<file path="config.mk">
export PLATFORM = sky130hd
export DESIGN_NAME = hamm_cmd_ctrl_flat
export DESIGN_NICKNAME = d
export VERILOG_FILES = /design/src/rtl/hamm_cmd_ctrl_if.sv /design/src/rtl/hamm_cmd_ctrl.sv /design/src/flat_wrapper.sv
export SDC_FILE = /design/constraint.sdc
export NUM_CORES = 1
export LEC_CHECK = 0
export ABC_AREA = 1
export CORE_MARGIN = 2
export CORE_UTILIZATION = 54
export CTS_BUF_LIST = sky130_fd_sc_hd__clkbuf_4
export CTS_CLUSTER_DIAMETER = 50
export DETAILED_ROUTE_END_ITERATION = 16
export PLACE_DENSITY = 0.78
export SYNTH_ARGS = -nofsm -noshare
export SYNTH_HDL_FRONTEND = slang
export SYNTH_SLANG_ARGS = --single-unit
</file>
<file path="constraint.sdc">
create_clock -name clk -period 2.45 [get_ports clk]
set_clock_uncertainty 0.2 [all_clocks]
set_input_delay 0.49 -clock clk [delete_from_list [all_inputs] [get_ports clk]]
set_output_delay 0.49 -clock clk [all_outputs]
set_load 0.01 [all_outputs]
</file>
<file path="src/rtl/hamm_cmd_ctrl_if.sv">
// UART-facing link of the Hamming command controller: the received-byte side
// from uart_rx and the reply side towards uart_tx.
interface hamm_cmd_ctrl_if;
  logic [7:0] data_received;
  logic       rx_done;
  logic       parity_error;
  logic       tx_busy;
  logic [7:0] data_to_tx;
  logic       start_tx;

  // UART side: delivers received bytes and transmitter status, takes replies.
  modport master (
    output data_received, rx_done, parity_error, tx_busy,
    input  data_to_tx, start_tx
  );

  // Controller side.
  modport slave (
    input  data_received, rx_done, parity_error, tx_busy,
    output data_to_tx, start_tx
  );
endinterface

</file>
<file path="src/rtl/hamm_cmd_ctrl.sv">
// Command controller: decodes each received byte as an extended Hamming(8,4)
// SECDED codeword, executes the 4-bit command on a registered enable, sends a
// one-byte status reply and drops the enable when the watchdog expires.
module hamm_cmd_ctrl #(
  parameter int unsigned TIMEOUT_CYCLES = 12_000_000
) (
  input  logic           clk,
  input  logic           reset,
  hamm_cmd_ctrl_if.slave bus,
  output logic           enable,
  output logic           cmd_valid,
  output logic [3:0]     cmd_code,
  output logic           corrected,
  output logic [7:0]     err_count
);

  typedef enum logic [2:0] {
    IDLE, DECODE, EXEC, SEND, WAIT_HI, WAIT_LO
  } state_t;

  localparam bit          WD_ON   = (TIMEOUT_CYCLES != 0);
  localparam logic [31:0] WD_LAST = 32'(TIMEOUT_CYCLES - 1);

  state_t      state, state_nx;

  logic [7:0]  byte_q;
  logic        perr_q;
  logic [2:0]  syn_q;
  logic        par_q;
  logic [3:0]  nib_q;
  logic [1:0]  hi_cnt;
  logic [31:0] wd_cnt;
  logic [7:0]  tx_q;
  logic        start_q;

  logic [2:0]  syn_c;
  logic        par_c;
  logic [3:0]  nib_c;

  logic        cmd_known;
  logic [1:0]  err_code;
  logic        accept;
  logic        fixed;
  logic        en_cmd;

  logic        exec_ok;
  logic        exec_rej;
  logic        overrun;
  logic        start_d;
  logic [1:0]  err_inc;
  logic [8:0]  err_sum;

  assign bus.data_to_tx = tx_q;
  assign bus.start_tx   = start_q;

  // Syndrome, overall parity and single-error-corrected data nibble of the captured byte.
  always_comb begin
    syn_c[0] = byte_q[0] ^ byte_q[2] ^ byte_q[4] ^ byte_q[6];
    syn_c[1] = byte_q[1] ^ byte_q[2] ^ byte_q[5] ^ byte_q[6];
    syn_c[2] = byte_q[3] ^ byte_q[4] ^ byte_q[5] ^ byte_q[6];
    par_c    = ^byte_q;
    // Only data positions 3,5,6,7 matter for the nibble; a parity-position
    // syndrome leaves the data untouched.
    nib_c    = {byte_q[6] ^ (syn_c == 3'd7),
                byte_q[5] ^ (syn_c == 3'd6),
                byte_q[4] ^ (syn_c == 3'd5),
                byte_q[2] ^ (syn_c == 3'd3)};
  end

  // Classify the decoded byte: error code (0 = accepted), correction flag, new enable.
  always_comb begin
    cmd_known = (nib_q == 4'h6) || (nib_q == 4'hD) || (nib_q == 4'h9) || (nib_q == 4'h0);
    err_code  = 2'd0;
    if (perr_q)
      err_code = 2'd1;
    else if ((syn_q != '0) && !par_q)
      err_code = 2'd2;
    else if (!cmd_known)
      err_code = 2'd3;
    accept = (err_code == 2'd0);
    fixed  = (syn_q != '0) || par_q;
    case (nib_q)
      4'h6:    en_cmd = 1'b1;
      4'hD:    en_cmd = 1'b0;
      4'h9:    en_cmd = ~enable;
      default: en_cmd = enable;
    endcase
  end

  // State register.
  always_ff @(posedge clk or negedge reset) begin
    if (!reset) state <= IDLE;
    else        state <= state_nx;
  end

  // Next-state logic.
  always_comb begin
    state_nx = state;
    case (state)
      IDLE:    if (bus.rx_done) state_nx = DECODE;
      DECODE:  state_nx = EXEC;
      EXEC:    state_nx = SEND;
      SEND:    if (!bus.tx_busy) state_nx = WAIT_HI;
      WAIT_HI: begin
        if (bus.tx_busy)
          state_nx = WAIT_LO;
        else if (hi_cnt == 2'd3)
          state_nx = IDLE;
      end
      WAIT_LO: if (!bus.tx_busy) state_nx = IDLE;
      default: state_nx = IDLE;
    endcase
  end

  // Output decode: execute/reject strobes, transmit request, error increment.
  always_comb begin
    exec_ok  = (state == EXEC) && accept;
    exec_rej = (state == EXEC) && !accept;
    overrun  = bus.rx_done && (state != IDLE);
    start_d  = (state == SEND) && !bus.tx_busy;
    // A rejection and an overrun can land in the same cycle, hence +2.
    err_inc  = {1'b0, exec_rej} + {1'b0, overrun};
    err_sum  = {1'b0, err_count} + {7'd0, err_inc};
  end

  // Byte capture and decode pipeline registers.
  always_ff @(posedge clk or negedge reset) begin
    if (!reset) begin
      byte_q <= '0;
      perr_q <= 1'b0;
      syn_q  <= '0;
      par_q  <= 1'b0;
      nib_q  <= '0;
    end else begin
      if ((state == IDLE) && bus.rx_done) begin
        byte_q <= bus.data_received;
        perr_q <= bus.parity_error;
      end
      if (state == DECODE) begin
        syn_q <= syn_c;
        par_q <= par_c;
        nib_q <= nib_c;
      end
    end
  end

  // Command results, reply byte, transmit strobe, error counter, busy-wait timer.
  always_ff @(posedge clk or negedge reset) begin
    if (!reset) begin
      cmd_valid <= 1'b0;
      corrected <= 1'b0;
      cmd_code  <= '0;
      tx_q      <= '0;
      start_q   <= 1'b0;
      err_count <= '0;
      hi_cnt    <= '0;
    end else begin
      cmd_valid <= exec_ok;
      corrected <= exec_ok && fixed;
      start_q   <= start_d;
      if (exec_ok)
        cmd_code <= nib_q;
      if (state == EXEC)
        tx_q <= accept ? {4'hA, nib_q} : {4'hE, 2'b00, err_code};
      err_count <= err_sum[8] ? 8'hFF : err_sum[7:0];
      hi_cnt    <= (state == WAIT_HI) ? hi_cnt + 2'd1 : '0;
    end
  end

  // Enable and watchdog; an executed command takes priority over a same-cycle timeout.
  always_ff @(posedge clk or negedge reset) begin
    if (!reset) begin
      enable <= 1'b0;
      wd_cnt <= '0;
    end else if (exec_ok) begin
      enable <= en_cmd;
      wd_cnt <= '0;
    end else if (!enable) begin
      wd_cnt <= '0;
    end else if (WD_ON && (wd_cnt == WD_LAST)) begin
      enable <= 1'b0;
      wd_cnt <= '0;
    end else if (WD_ON) begin
      wd_cnt <= wd_cnt + 32'd1;
    end
  end

endmodule

</file>
<file path="src/flat_wrapper.sv">
// flat-port wrapper written by rule: the top's interface ports become plain ports
module hamm_cmd_ctrl_flat 
#(
  parameter int unsigned TIMEOUT_CYCLES = 12_000_000
)
  (clk, reset, enable, cmd_valid, cmd_code, corrected, err_count, bus_data_received, bus_rx_done, bus_parity_error, bus_tx_busy, bus_data_to_tx, bus_start_tx);
  hamm_cmd_ctrl_if bus_i ();
  input  logic clk;
  input  logic reset;
  output logic enable;
  output logic cmd_valid;
  output logic [3:0] cmd_code;
  output logic corrected;
  output logic [7:0] err_count;
  input wire logic [$bits(bus_i.data_received)-1:0] bus_data_received;
  input wire logic [$bits(bus_i.rx_done)-1:0] bus_rx_done;
  input wire logic [$bits(bus_i.parity_error)-1:0] bus_parity_error;
  input wire logic [$bits(bus_i.tx_busy)-1:0] bus_tx_busy;
  output wire logic [$bits(bus_i.data_to_tx)-1:0] bus_data_to_tx;
  output wire logic [$bits(bus_i.start_tx)-1:0] bus_start_tx;
  assign bus_i.data_received = bus_data_received;
  assign bus_i.rx_done = bus_rx_done;
  assign bus_i.parity_error = bus_parity_error;
  assign bus_i.tx_busy = bus_tx_busy;
  assign bus_data_to_tx = bus_i.data_to_tx;
  assign bus_start_tx = bus_i.start_tx;
  hamm_cmd_ctrl #(.TIMEOUT_CYCLES(TIMEOUT_CYCLES)) u_core (.clk(clk), .reset(reset), .bus(bus_i), .enable(enable), .cmd_valid(cmd_valid), .cmd_code(cmd_code), .corrected(corrected), .err_count(err_count));
endmodule
</file>
After elaboration in Yosys (flattened, before gate mapping)
Index checks and enable logic that the tools add are counted.
{"block": "word_totals", "register_bits": 78, "inputBits": 13, "output_inout_bits": 24, "word_cells": 92}
{"block": "classes", "n_addsub": 4, "n_eq_ne": 19, "muxes": 19, "bitwise": 14, "reduce_logical": 21}
{"op": "$mux 32", "count": 3}
{"op": "$add 32x1->32 const B", "count": 1}
{"op": "$eq 32x24->1 const B", "count": 1}
{"op": "$pmux 3 s6", "count": 1}
{"op": "$eq 3x3->1 const B", "count": 5}
{"op": "$mux 3", "count": 5}
{"op": "$xor 1x1->1", "count": 13}
{"op": "$add 8x2->9", "count": 1}
{"op": "$eq 3x2->1 const B", "count": 3}
{"op": "$eq 4x4->1 const B", "count": 2}
{"op": "$mux 2", "count": 4}
{"op": "$mux 8", "count": 1}
{"op": "$reduce_xor 8->1", "count": 1}
{"op": "$logic_and 1x1->1", "count": 7}
{"op": "$mux 7", "count": 1}
{"op": "$ne 2x2->1 const B", "count": 3}
{"op": "$reduce_bool 3->1", "count": 2}
{"op": "$eq 4x3->1 const B", "count": 1}
{"op": "$logic_not 4->1", "count": 1}
{"op": "$logic_or 1x1->1", "count": 4}
{"op": "$ne 4x4->1 const B", "count": 1}
{"op": "$reduce_and 4->1", "count": 1}
{"op": "$eq 3x1->1 const B", "count": 1}
{"op": "$logic_not 1->1", "count": 3}
{"op": "other kinds (9)", "count": 11}

Longest topological paths before layout
{"block": "depth", "depth_word": 13, "mapped_depth": 14, "depth_no_buf": 14}

Least setup slack after synthesis
No wires, ideal clock.
{"block": "synth_path", "kind": "flip-flop to flip-flop", "from": "reg u_core.nib_q[2]", "to": "reg u_core.err_count[6]", "arrival_ps": 2055, "required_ps": 2167, "slack_ps": 112, "path_stages_with_launch": 15, "period_less_slack_ps": 2338, "cell_sequence": "dfrtp_1 -> nand2_1 -> inv_1 -> nand2_1 -> nand3_2 -> nand3_2 -> nand2_1 -> fa_1 -> inv_1 -> nand4_1 -> nor2_1 -> nand3_1 -> inv_1 -> nand2_1 -> o21ai_0"}
{"block": "synth_via", "elab_chain_cells": 13}
{"item": "from (decl)", "line_no": "hamm_cmd_ctrl.sv:30", "rtl": "logic [3:0] nib_q;"}
{"item": "from (signal assigned)", "line_no": "hamm_cmd_ctrl.sv:142", "rtl": "nib_q <= nib_c;"}
{"item": "$eq 4x3->1 / $eq 4x4->1 (equally long branches)", "line_no": "hamm_cmd_ctrl.sv:72", "rtl": "cmd_known = (nib_q == 4'h6) || (nib_q == 4'hD) || (nib_q == 4'h9) || (nib_q == 4'h0);"}
{"item": "$logic_or 1x1->1 (2 in a row)", "line_no": "hamm_cmd_ctrl.sv:72"}
{"item": "$logic_or 1x1->1 (*)", "line_no": "hamm_cmd_ctrl.sv:72"}
{"item": "$mux 2 (*)", "line_no": "hamm_cmd_ctrl.sv:78", "rtl": "else if (!cmd_known)"}
{"item": "$mux 2 (*)", "line_no": "hamm_cmd_ctrl.sv:76", "rtl": "else if ((syn_q != '0) && !par_q)"}
{"item": "$mux 2 (*)", "line_no": "hamm_cmd_ctrl.sv:74", "rtl": "if (perr_q)"}
{"item": "$logic_not 2->1 (*)", "line_no": "hamm_cmd_ctrl.sv:80", "rtl": "accept = (err_code == 2'd0);"}
{"item": "$logic_not 1->1 (*)", "line_no": "hamm_cmd_ctrl.sv:118", "rtl": "exec_rej = (state == EXEC) && !accept;"}
{"item": "$logic_and 1x1->1 (*)", "line_no": "hamm_cmd_ctrl.sv:118"}
{"item": "$add 1x1->2 (*)", "line_no": "hamm_cmd_ctrl.sv:122", "rtl": "err_inc = {1'b0, exec_rej} + {1'b0, overrun};"}
{"item": "$add 8x2->9 (*)", "line_no": "hamm_cmd_ctrl.sv:123", "rtl": "err_sum = {1'b0, err_count} + {7'd0, err_inc};"}
{"item": "$mux 8 (*)", "line_no": "hamm_cmd_ctrl.sv:165", "rtl": "err_count <= err_sum[8] ? 8'hFF : err_sum[7:0];"}
{"item": "to (signal assigned)", "line_no": "hamm_cmd_ctrl.sv:165"}
{"item": "to (decl)", "line_no": "hamm_cmd_ctrl.sv:14", "rtl": "output logic [7:0] err_count"}
Mark *: on every way between the ends. The rest lies on a longest branch, timed or not.
A chain may end at the register's enable or synchronous reset.

Worst setup path after layout
{"block": "layout_path", "from": "reg u_core.nib_q[2]", "to": "reg u_core.err_count[5]"}
Same word-level chain as after synthesis.

==> results.toml <==
[outcome]
status = "complete, no violations"

[route]
dr.pass1.iters = 4
routedWlPerCell_um = 13.2
drc = 0
antenna_left = 0
wl_mm = 9.37
viasPerCell = 5.18
detail_route.iter0.violations = 239
vias = 3685

[cts]
clk_pin_slew_ns = 0.14
clockBufferDepth = 2
root_buffer = "clkbuf_4"
clock_latency_ns = 0.43
cts_max_level = 3
cts.sinks = 76
cts_buffers = 9
cts_tree = "done"

[logic_synthesis]
synthDistinctLibCells = 35
synth_area_mm2 = 0.00414
ys_seq_elements = 76
synth_area_leaders = "dfrtp_1 46%, nand2_1 16%, nor2_1 8.4%"
yosys_warnings = 0
synth_top_area_cell = "dfrtp_1"
synth_nets = 571
netlist.area_leader.share_pct = 45.9
avgSynthCellArea_um2 = 7.46
yosysSeqAreaShare_pct = 45.9
syn_inst = 555

[grt]
antenna_found_initial = 0
grt_pass1_wl_mm = 16.0
grt_max_degree = 61
grt_pass1_vias = 3531
grt.overflow.total = 0
grt_usage_pct = 23.6

[floorplan]
dieArea_mm2 = 0.00838
die_h_um = 91.6
core_mm2 = 0.00733
io_pins = 37
die_width_um = 91.6
rows = 31
initial_utilization_pct = 56.5

[critical_path]
cpPeakStageDelay_ns = 0.43
path_cells = "nand2_1, inv_1, nand2_1, nand3_2, nand3_2, nand2_2, fa_1, inv_2, nand4_1, nor2_2, buf_4, xnor2_1, nand2_1"
r2r_start = "u_core.nib_q[2]"
rr_worst_depth = 13
r2r_setup_slack_ns = 0.16
cpMostUsedCell = "nand2_1"
worstPathRequired_ns = 2.58
crit_fanout = 4
r2r-end = "u_core.err_count[5]"
path_delay_family = "simple AND/OR/NAND/NOR gates"
path_buf_inv = 3
arrival_ns = 2.43
startpoint = "u_core.nib_q[2]"
cp-end-kind = "flip-flop"
startpoint_type = "flip-flop"
slowest_stage = "dfrtp_1"
setup.worst_path.class = "reg -> reg"

[final_layout]
drive_gt1_share_pct = 9.30
instances_no_fill = 712
syn_to_final_growth_pct = 16.5
fin_nets = 624
finish.instance_area_mm2 = 0.00482
fill_cells = 617
n_antenna_cell = 0

[hold_path]
hp-class = "in -> async"

[placement]
placed_area_mm2 = 0.00462
dp.cells = 690
dp.final_hpwl_mm = 6.94
port_buffers = 35
place_ws_ns = -0.0333
place_congestion = 0.923

[timing]
fin_crit_sh_pct = 93.6
min_period_ns = 2.29
fin_ws_ns = 0.156
setup_viol = 0
slew_viol_final = 0
max_freq_mhz = 436
final_hold_viol_count = 0

[run]
maxCapViolCount = 0

[power_and_ir_drop]
power.density_mw_per_mm2 = 949
power_leakage_nw = 2.28
ir_worst_vdd_uv = 723
-- report_power, final --
group          total [W]  switching (W)  internal [W]  leakage, nW
clock network   0.000794       0.000478      0.000316       0.0767
logic            0.00199        0.00118      0.000814         1.22
registers        0.00179       0.000248       0.00155        0.983
total            0.00458        0.00190       0.00268         2.28
-- metal layers --
metal / global-route usage [%] / part of all wire, %
met3: 3.32 / 4.4
met5: 0 / 0
met4: 8.46 / 1.8
met1: 29.8 / 43
met2: 41.1 / 50
-- cell usage after synthesis, drive strengths merged --
cell type	number
nand2	175
nor2	99
dfrtp	76
inv	70
nand3	36
o21ai	16
nor3	15
a21oi	13
xor2	13
xnor2	10
buf	8
nand4	8
or2	3
ha	2
nor3b	2
a22o	1
a31oi	1
conb	1
fa	1
mux2	1
o2111ai	1
o211ai	1
o21bai	1
o22ai	1
-- final cells by class --
| type | count | area (µm²) | area share (%) |
|---|---|---|---|
| inverter | 70 | 263 | 5.45 |
| clock buffer | 9 | 67.6 | 1.40 |
| sequential | 76 | 1900 | 39.4 |
| multi-input combinational | 401 | 1920 | 39.8 |
| clock inverter | 7 | 73.8 | 1.53 |
| tap | 99 | 124 | 2.57 |
| timing repair buffer | 50 | 475 | 9.86 |
-- kinds of logic (layout without fill, tap and decap cells) --
logic type | Yosys count | count (layout) | synth area share, %
AOI/OAI and AO/OA | 35 | 35 | 4.59
xor gates and xnor gates | 23 | 23 | 4.87
adders and majority gates | 3 | 3 | 1.09
buffers and inverters | 78 | 136 | 8.07
DFF | 76 | 76 | 45.9
muxes | 1 | 1 | 0.272
other | 1 | 1 | 0.0906
and+or+nand+nor | 338 | 338 | 35.1
-- how the worst max path moves through the flow --
stage                           to  slack, ns  cells past startpoint
2_1_floorplan  u_core.err_count[6]       0.11                     14
3_3_place_gp   u_core.err_count[6]       0.03                     10
3_5_place_dp   u_core.err_count[3]      -0.03                     10
4_1_cts        u_core.err_count[4]       0.03                     14
5_1_grt        u_core.err_count[4]      -0.03                     14
6_report       u_core.err_count[5]       0.16                     13
-- registers in the layout, summed over array words and instances, names as in the netlist, 2 cells and up --
name	flops
u_core.byte_q	8
u_core.wd_cnt	32
u_core.cmd_code	4
u_core.state	3
u_core.nib_q	4
u_core.hi_cnt	2
u_core.syn_q	3
u_core.bus.data_to_tx	6
u_core.err_count	8
-- stage by stage --
| stage | power [W] | setup TNS, ns | util, % | hold WS [ns] |
|---|---|---|---|---|
| floorplan | 0.00308 | 0 | - | -0.00559 |
| global placement | 0.00363 | 0 | 63.0 | 0.174 |
| detailed placement | 0.00372 | -0.0918 | 63.0 | 0.178 |
| CTS | 0.00452 | 0 | 65.1 | 0.246 |
| global route | 0.00492 | -0.0504 | 65.8 | 0.264 |
| finish | 0.00458 | 0 | 65.8 | 0.248 |
-- repair_timing --
item / in CTS / in global routing
hold buffers: 1 / 0
resized for setup: 0 / 6
setup endpoints to repair: 0 / 7
setup buffers: 0 / 5
hold endpoints to repair: 16 / 0
-- cell usage in the layout, fill, tap and decap left out, types with 2 or more instances in the layout --
cell / netlist / layout
nand3_2: 4 / 4
ha_1: 2 / 2
or2_2: 3 / 3
buf_4: 2 / 14
clkbuf_4: 0 / 9
xor2_1: 13 / 13
dfrtp_1: 76 / 76
nand3_1: 31 / 31
nand2_1: 172 / 170
a21oi_1: 13 / 13
xnor2_1: 10 / 10
nor3b_1: 2 / 2
nor2_2: 3 / 4
clkdlybuf4s50_1: 0 / 34
inv_2: 2 / 4
clkinv_2: 0 / 2
inv_1: 68 / 66
inv_6: 0 / 2
nor3_1: 15 / 15
nand4_1: 7 / 7
nor2_1: 93 / 92
o21ai_0: 15 / 15
nor2_4: 3 / 3
nand2_2: 3 / 4
Power figures use the tool's default switching activity.
